--- src/rtl/rl_lj_pair_scheduler.sv ---
// rl_lj_pair_scheduler
//   Sequences particle-pair generation into the LJ force evaluation unit.
//   For every reference particle of the home cell, NUM_FILTER lanes (one
//   neighbor cell per lane, lane 0 = home cell) walk their neighbor particles,
//   emitting cell-memory read addresses and a pair_valid aligned with the read
//   data. Per-lane back pressure stalls a lane without losing or duplicating
//   a pair. Before moving to the next reference particle the scheduler waits
//   at least DRAIN_WAIT cycles and then for all filter buffers to be empty.
//
// Configuration macro: RL_LJ_NEWTON3_SKIP_EN
//   defined   : lane 0 starts at ref_ptr+1, so each home-cell pair is issued once.
//   undefined : lane 0 starts at 0 and silently skips the self pair (index == ref_ptr).
//
// Ports
//   clk, rst            clock, synchronous active-high reset
//   start               1-cycle pulse, begins a home-cell pass (only honoured in IDLE)
//   ref_particle_count  home-cell particle count, sampled on start
//   neighbor_count      per-lane neighbor-cell particle counts, sampled on start
//   back_pressure       lane i may not issue while bit i is high
//   all_buffer_empty    all filter buffers empty
//   ref_rd_addr         home-cell read address (current reference particle)
//   neighbor_rd_addr    per-lane neighbor read address
//   pair_valid          per-lane pair valid, aligned with memory read data
//   ref_done            1-cycle pulse when a reference particle completes
//   busy                high whenever the scheduler is not IDLE
//   done                1-cycle pulse at the end of a pass
module rl_lj_pair_scheduler #(
  parameter int NUM_FILTER          = 4,
  parameter int PARTICLE_ADDR_WIDTH = 8,
  parameter int RD_LATENCY          = 1,
  parameter int DRAIN_WAIT          = 20
) (
  input  logic                                      clk,
  input  logic                                      rst,
  input  logic                                      start,
  input  logic [PARTICLE_ADDR_WIDTH-1:0]            ref_particle_count,
  input  logic [NUM_FILTER*PARTICLE_ADDR_WIDTH-1:0] neighbor_count,
  input  logic [NUM_FILTER-1:0]                     back_pressure,
  input  logic                                      all_buffer_empty,
  output logic [PARTICLE_ADDR_WIDTH-1:0]            ref_rd_addr,
  output logic [NUM_FILTER*PARTICLE_ADDR_WIDTH-1:0] neighbor_rd_addr,
  output logic [NUM_FILTER-1:0]                     pair_valid,
  output logic                                      ref_done,
  output logic                                      busy,
  output logic                                      done
);

  localparam int W   = PARTICLE_ADDR_WIDTH;
  localparam int DCW = $clog2(DRAIN_WAIT + 1);
  localparam logic [W-1:0]   ZERO_W    = {W{1'b0}};
  localparam logic [W-1:0]   ONE_W     = W'(1);
  localparam logic [DCW-1:0] DRAIN_END = DCW'(DRAIN_WAIT - 1);

  typedef enum logic [2:0] {
    IDLE     = 3'd0,
    ISSUE    = 3'd1,
    DRAIN    = 3'd2,
    NEXT_REF = 3'd3,
    DONE     = 3'd4
  } state_t;

  state_t state, next_state;

  logic [W-1:0]          ref_count;
  logic [W-1:0]          ref_ptr;
  logic [W-1:0]          lane_count [NUM_FILTER];
  logic [W-1:0]          lane_ptr   [NUM_FILTER];
  logic [DCW-1:0]        drain_cnt;
  logic [NUM_FILTER-1:0] issue;

  logic [W-1:0]          cnt_src  [NUM_FILTER];
  logic [W-1:0]          init_ptr [NUM_FILTER];
  logic [W-1:0]          step_ptr [NUM_FILTER];
  logic [W-1:0]          init_ref;
  logic [NUM_FILTER-1:0] lane_active;
  logic [NUM_FILTER-1:0] issue_now;
  logic [NUM_FILTER-1:0] active_after;
  logic                  drain_at_limit;
  logic                  last_ref;
  logic                  pass_start;
  logic                  load_ptrs;
  logic                  busy_d, ref_done_d, done_d;

  // Advance a pointer by inc, saturating at limit so it never passes the count.
  function automatic logic [W-1:0] ptr_add(input logic [W-1:0] base,
                                           input logic [1:0]   inc,
                                           input logic [W-1:0] limit);
    logic [W:0] sum;
    sum = {1'b0, base} + {{(W-1){1'b0}}, inc};
    if (sum > {1'b0, limit}) begin
      ptr_add = limit;
    end else begin
      ptr_add = sum[W-1:0];
    end
  endfunction

  assign drain_at_limit = (drain_cnt == DRAIN_END);
  assign last_ref       = (ref_ptr == ref_count - ONE_W);
  assign pass_start     = (state == IDLE) && start && (ref_particle_count != ZERO_W);
  assign load_ptrs      = pass_start || ((state == NEXT_REF) && !last_ref);
  assign ref_rd_addr    = ref_ptr;

  // Lane issue decisions, pointer stepping and pointer initialisation values.
  always_comb begin
    // Reference index the lanes are initialised for on the next ISSUE entry.
    init_ref = (state == IDLE) ? ZERO_W : ref_ptr + ONE_W;
    for (int i = 0; i < NUM_FILTER; i++) begin
      cnt_src[i]     = (state == IDLE) ? neighbor_count[i*W +: W] : lane_count[i];
      lane_active[i] = (lane_ptr[i] < lane_count[i]);
      issue_now[i]   = (state == ISSUE) && lane_active[i] && !back_pressure[i];
      step_ptr[i]    = issue_now[i] ? ptr_add(lane_ptr[i], 2'd1, lane_count[i]) : lane_ptr[i];
      init_ptr[i]    = ZERO_W;
    end
`ifdef RL_LJ_NEWTON3_SKIP_EN
    init_ptr[0] = ptr_add(init_ref, 2'd1, cnt_src[0]);
`else
    // Lane 0 hops over the self pair so it costs no issue cycle.
    init_ptr[0] = ptr_add(ZERO_W, (init_ref == ZERO_W) ? 2'd1 : 2'd0, cnt_src[0]);
    step_ptr[0] = issue_now[0]
                ? ptr_add(lane_ptr[0], (lane_ptr[0] + ONE_W == ref_ptr) ? 2'd2 : 2'd1, lane_count[0])
                : lane_ptr[0];
`endif
    for (int i = 0; i < NUM_FILTER; i++) begin
      active_after[i] = (step_ptr[i] < lane_count[i]);
    end
  end

  // FSM state register.
  always_ff @(posedge clk) begin
    if (rst) begin
      state <= IDLE;
    end else begin
      state <= next_state;
    end
  end

  // FSM next-state logic.
  always_comb begin
    next_state = state;
    case (state)
      IDLE: begin
        if (start) begin
          next_state = (ref_particle_count == ZERO_W) ? DONE : ISSUE;
        end else begin
          next_state = IDLE;
        end
      end
      ISSUE: begin
        if (active_after == '0) begin
          next_state = DRAIN;
        end else begin
          next_state = ISSUE;
        end
      end
      DRAIN: begin
        // Buffer-empty is only trusted once the pipeline latency has elapsed.
        if (drain_at_limit && all_buffer_empty) begin
          next_state = NEXT_REF;
        end else begin
          next_state = DRAIN;
        end
      end
      NEXT_REF: next_state = last_ref ? DONE : ISSUE;
      DONE:     next_state = IDLE;
      default:  next_state = IDLE;
    endcase
  end

  // FSM output decode, registered below.
  always_comb begin
    busy_d     = (next_state != IDLE);
    ref_done_d = (state == NEXT_REF);
    done_d     = (state == DONE);
  end

  // Datapath: counts, pointers, drain counter, addresses and status outputs.
  always_ff @(posedge clk) begin
    if (rst) begin
      ref_count        <= ZERO_W;
      ref_ptr          <= ZERO_W;
      drain_cnt        <= '0;
      issue            <= '0;
      neighbor_rd_addr <= '0;
      busy             <= 1'b0;
      ref_done         <= 1'b0;
      done             <= 1'b0;
      for (int i = 0; i < NUM_FILTER; i++) begin
        lane_count[i] <= ZERO_W;
        lane_ptr[i]   <= ZERO_W;
      end
    end else begin
      busy     <= busy_d;
      ref_done <= ref_done_d;
      done     <= done_d;
      issue    <= issue_now;
      if (pass_start) begin
        ref_count <= ref_particle_count;
        ref_ptr   <= ZERO_W;
      end else if ((state == NEXT_REF) && !last_ref) begin
        ref_ptr <= ref_ptr + ONE_W;
      end
      if (state == DRAIN) begin
        if (!drain_at_limit) begin
          drain_cnt <= drain_cnt + DCW'(1);
        end
      end else begin
        drain_cnt <= '0;
      end
      for (int i = 0; i < NUM_FILTER; i++) begin
        if (pass_start) begin
          lane_count[i] <= cnt_src[i];
        end
        if (load_ptrs) begin
          lane_ptr[i] <= init_ptr[i];
        end else begin
          lane_ptr[i] <= step_ptr[i];
        end
        if (issue_now[i]) begin
          neighbor_rd_addr[i*W +: W] <= lane_ptr[i];
        end
      end
    end
  end

  generate
    if (RD_LATENCY == 0) begin : g_no_delay
      assign pair_valid = issue;
    end else begin : g_delay
      logic [NUM_FILTER-1:0] valid_pipe [RD_LATENCY];
      // Delay issue by the memory read latency so pair_valid meets the data.
      always_ff @(posedge clk) begin
        if (rst) begin
          for (int k = 0; k < RD_LATENCY; k++) begin
            valid_pipe[k] <= '0;
          end
        end else begin
          valid_pipe[0] <= issue;
          for (int k = 1; k < RD_LATENCY; k++) begin
            valid_pipe[k] <= valid_pipe[k-1];
          end
        end
      end
      assign pair_valid = valid_pipe[RD_LATENCY-1];
    end
  endgenerate

endmodule

--- config.mk ---
export PLATFORM = sky130hd
export DESIGN_NAME = rl_lj_pair_scheduler
export DESIGN_NICKNAME = d
export VERILOG_FILES = /design/src/rtl/rl_lj_pair_scheduler.sv
export SDC_FILE = /design/constraint.sdc
export NUM_CORES = 1
export LEC_CHECK = 0
export CAP_MARGIN = 5
export CORE_MARGIN = 10
export CORE_UTILIZATION = 40
export CTS_BUF_LIST = sky130_fd_sc_hd__clkbuf_4 sky130_fd_sc_hd__clkbuf_8
export DETAILED_ROUTE_END_ITERATION = 6
export GPL_TIMING_DRIVEN = 0
export SYNTH_ARGS = -nofsm -noshare
export SYNTH_HDL_FRONTEND = slang
export SYNTH_SLANG_ARGS = --single-unit
--- constraint.sdc ---
create_clock -name clk -period 6.7 [get_ports clk]
set_clock_uncertainty 0.1 [all_clocks]
set_input_delay 1.34 -clock clk [delete_from_list [all_inputs] [get_ports clk]]
set_output_delay 1.34 -clock clk [all_outputs]
set_load 0.05 [all_outputs]
==> results.py <==
metrics = {
    "route": {
        "detail-route-antenna-nets": 0,
        "dr_wl_met2_mm": 12.1,
        "top_layer_used": "met4",
        "viasPerCell": 5.40,
        "dr_wl_met3_mm": 1.30,
        "first_iter_violations": 449,
        "route.vias.total": 8032,
        "drt_pass1_iterations": 5,
        "routed_wl_mm": 25.8,
        "drc": 0,
        "wl_met1_mm": 11.9,
        "post_drt_wl_per_cell_um": 17.4,
    },
    "placed_design": {
        "gp_congestion": 0.883,
        "dp_hpwl_mm": 19.4,
        "pre_cts_slack_ps": -1110,
        "place.port_buffers": 94,
    },
    "critical_path": {
        "crit_slowest_cell": "or4_4",
        "r2r_slack_ps": 30,
        "critical_path_class": "register to register",
        "path_common_cell": "a21oi_2",
        "worst-path-buf-inv": 3,
        "cpPeakStageDelay_ps": 550,
        "crit_required_ps": 6990,
        "crit_fanout": 5,
        "endpoint_kind": "register",
        "cp-start-kind": "register",
        "cp.arrival_ps": 6960,
        "path_delay_family": "simple AND/OR/NAND/NOR gates",
    },
    "floorplan": {
        "die-area_um2": 29100,
        "start_util_pct": 40.4,
        "ioPinCount": 95,
        "die_x_um": 171,
        "rows": 55,
        "core_area_um2": 22500,
        "die_y_um": 171,
    },
    "cts": {
        "clk_pin_slew_ps": 90,
        "cts_tree": "built",
        "clk_path_buf_depth": 2,
        "cts_buffers": 17,
        "cts-root-buf": "clkbuf_8",
        "cts_max_level": 4,
        "cts_hold_buffers": 0,
        "cts.sinks": 131,
        "clock_latency_ps": 470,
    },
    "synthesis": {
        "synth_warnings": 0,
        "synth-edff-count": 64,
        "synth_seq_cells": 131,
        "ys_types": 69,
        "post-synth-top-count-cell": "ha_1",
        "synth_cells": 1029,
        "synth_common_cells": "ha_1 (101), nand2_1 (99), nor2_1 (87)",
        "syn_area_um2": 9080,
        "synth_top_cell_area_share_pct": 21.2,
        "yosysSeqAreaShare_pct": 35.9,
        "yosysTopAreaCell": "edfxtp_1",
        "ys.flop_type": "dfxtp_1",
        "synthTopCellsByArea": "edfxtp_1 (21%), dfxtp_1 (15%), ha_1 (14%)",
        "async_flop_share_pct": 0,
        "synth_area_per_cell_um2": 8.83,
    },
    "pwr": {
        "p_leak_uw": 0.00449,
        "power_density_nw_per_um2": 214,
        "p_int_uw": 1540,
        "sw_frac_of_total_pct": 35.9,
        "clkPwrFrac_pct": 28.9,
        "netSwitchingPower_uw": 861,
        "pwr-share-seq_pct": 39.6,
        "combinationalPowerShare_pct": 31.4,
        "irDropWorstVdd_v": 0.000123,
    },
    "global_route": {
        "antenna_found_initial": 0,
        "grt_pass1_wl_mm": 40.8,
        "grt_max_degree": 25,
        "grt_pass1_vias": 7835,
        "gr-total-overflow": 0,
        "grtUsageTotal_pct": 17.6,
    },
    "layout": {
        "area.sequential_um2": 3260,
        "multiInputGateArea_um2": 5740,
        "area_delta_synth_final_pct": 23.6,
        "nets": 1339,
        "fillers": 2170,
        "antennaDiodeCount": 0,
        "drive_gt1_share_pct": 8.82,
    },
    "timing": {
        "period_needed_ps": 6670,
        "finalSetupViolCount": 0,
        "hold_ws_ps": 356,
        "slew_viol_final": 0,
        "period_share_pct": 99.6,
        "hold_viol": 0,
        "setup_ws_ps": 28.0,
        "max_freq_ghz": 0.150,
        "worst_pin_slew_ps": 968,
        "relSlewSlack_pct": 35.4,
    },
    "min_path": {
        "holdCritPathClass": "register to register",
    },
    "status": {
        "status": "finished, final reports clean",
    },
    "run": {
        "max_cap_violations": 0,
    },
}
==> per-layer routing <==
layer	up-vias	global-route usage (%)
li1	3987	-
met1	3812	22.4
met2	190	29.0
met3	43	3.55
met4	0	6.33
met5	-	0
==> area by class of cell <==
cell class | instances | share of cell area [%]
Clock inverter | 13 | 1.21
Multi-Input combinational cell | 831 | 51.1
Tap cell | 285 | 3.17
Sequential cell | 131 | 29.1
Inverter | 42 | 1.40
Buffer | 52 | 1.92
Timing Repair Buffer | 114 | 9.81
Clock buffer | 19 | 2.33
==> metrics by stage <==
| step | TNS (ps) | instance area [um^2] | instances | util, % | power, uW |
|---|---|---|---|---|---|
| finish | 0 | 11200 | 1487 | 49.9 | 2400 |
| floorplan | 0 | 9200 | 1060 | - | 1450 |
| global placement | -2160 | 10500 | 1439 | 46.7 | 1650 |
| global route | -173 | 11200 | 1487 | 49.9 | 2540 |
| CTS | 0 | 11000 | 1477 | 48.9 | 2380 |
| detailed placement | -2220 | 10500 | 1439 | 46.7 | 1660 |
==> power by group through the flow <==
| stage | logic, uW | clock network (uW) | registers [uW] |
|---|---|---|---|
| global placement | 682 | 0 | 967 |
| global route | 843 | 744 | 957 |
| detailed placement | 692 | 0 | 969 |
| floorplan | 462 | 0 | 983 |
| finish | 754 | 694 | 951 |
| CTS | 717 | 712 | 948 |
==> repair_timing <==
item,4_1_cts,5_1_grt
hold endpoints to repair,0,0
buffers inserted,7,13
pin swaps,5,19
setup endpoints to repair,2,2
gates resized for setup,15,40
==> cell usage in the layout (no fill, tap or decap), drive strengths merged, types with 12 or more instances in the layout <==
master / count
mux2i: 33
nor4: 12
a31oi: 13
a21oi: 87
nand3: 44
ha: 101
xnor2: 31
nor2: 87
edfxtp: 64
dfxtp: 67
conb: 32
clkdlybuf4s50: 94
nor2b: 27
clkbuf: 59
nand2: 99
and3: 19
inv: 51
o21ai: 54
buf: 32
and2: 29
nand2b: 14
nor3: 12
xor2: 22
==> sequential cells by signal, summed over array words and instances (netlist names) <==
register,cells
state,3
g_delay.valid_pipe,4
ref_rd_addr,8
ref_count,8
ref_done,1
issue,4
done,1
lane_count,32
drain_cnt,5
lane_ptr,32
neighbor_rd_addr,32
busy,1
==> tightest hold or removal path, delay by kind of cell (launching register included) <==
family             cells  cell delay [ps]
AOI/OAI and AO/OA      1               50
DFF                    1              310
and+or+nand+nor        1               50
==> kinds of logic after synthesis <==
group                      after synthesis  share of synthesized area (%)
and+or+nand+nor                        385                           21.3
buffers and inverters                   98                           4.13
adders and majority gates              102                           14.1
AOI/OAI and AO/OA                      222                           15.2
xor gates and xnor gates                53                           5.11
muxes                                   37                           4.13
DFF                                    131                           35.9
other                                    1                         0.0413
==> final timing paths <==
kind,to,startpoint,depth (start not counted)
worst min-delay path,neighbor_rd_addr[10]$_SDFFE_PP0P_,neighbor_rd_addr[10]$_SDFFE_PP0P_,2
worst max register to register,state[1]$_SDFF_PP0_,lane_ptr[0][1]$_SDFFCE_PN0P_,30
worst min register to register,neighbor_rd_addr[10]$_SDFFE_PP0P_,neighbor_rd_addr[10]$_SDFFE_PP0P_,2
worst max-delay path,state[1]$_SDFF_PP0_,lane_ptr[0][1]$_SDFFCE_PN0P_,30
Note: power is estimated with default switching activity, not from simulation.
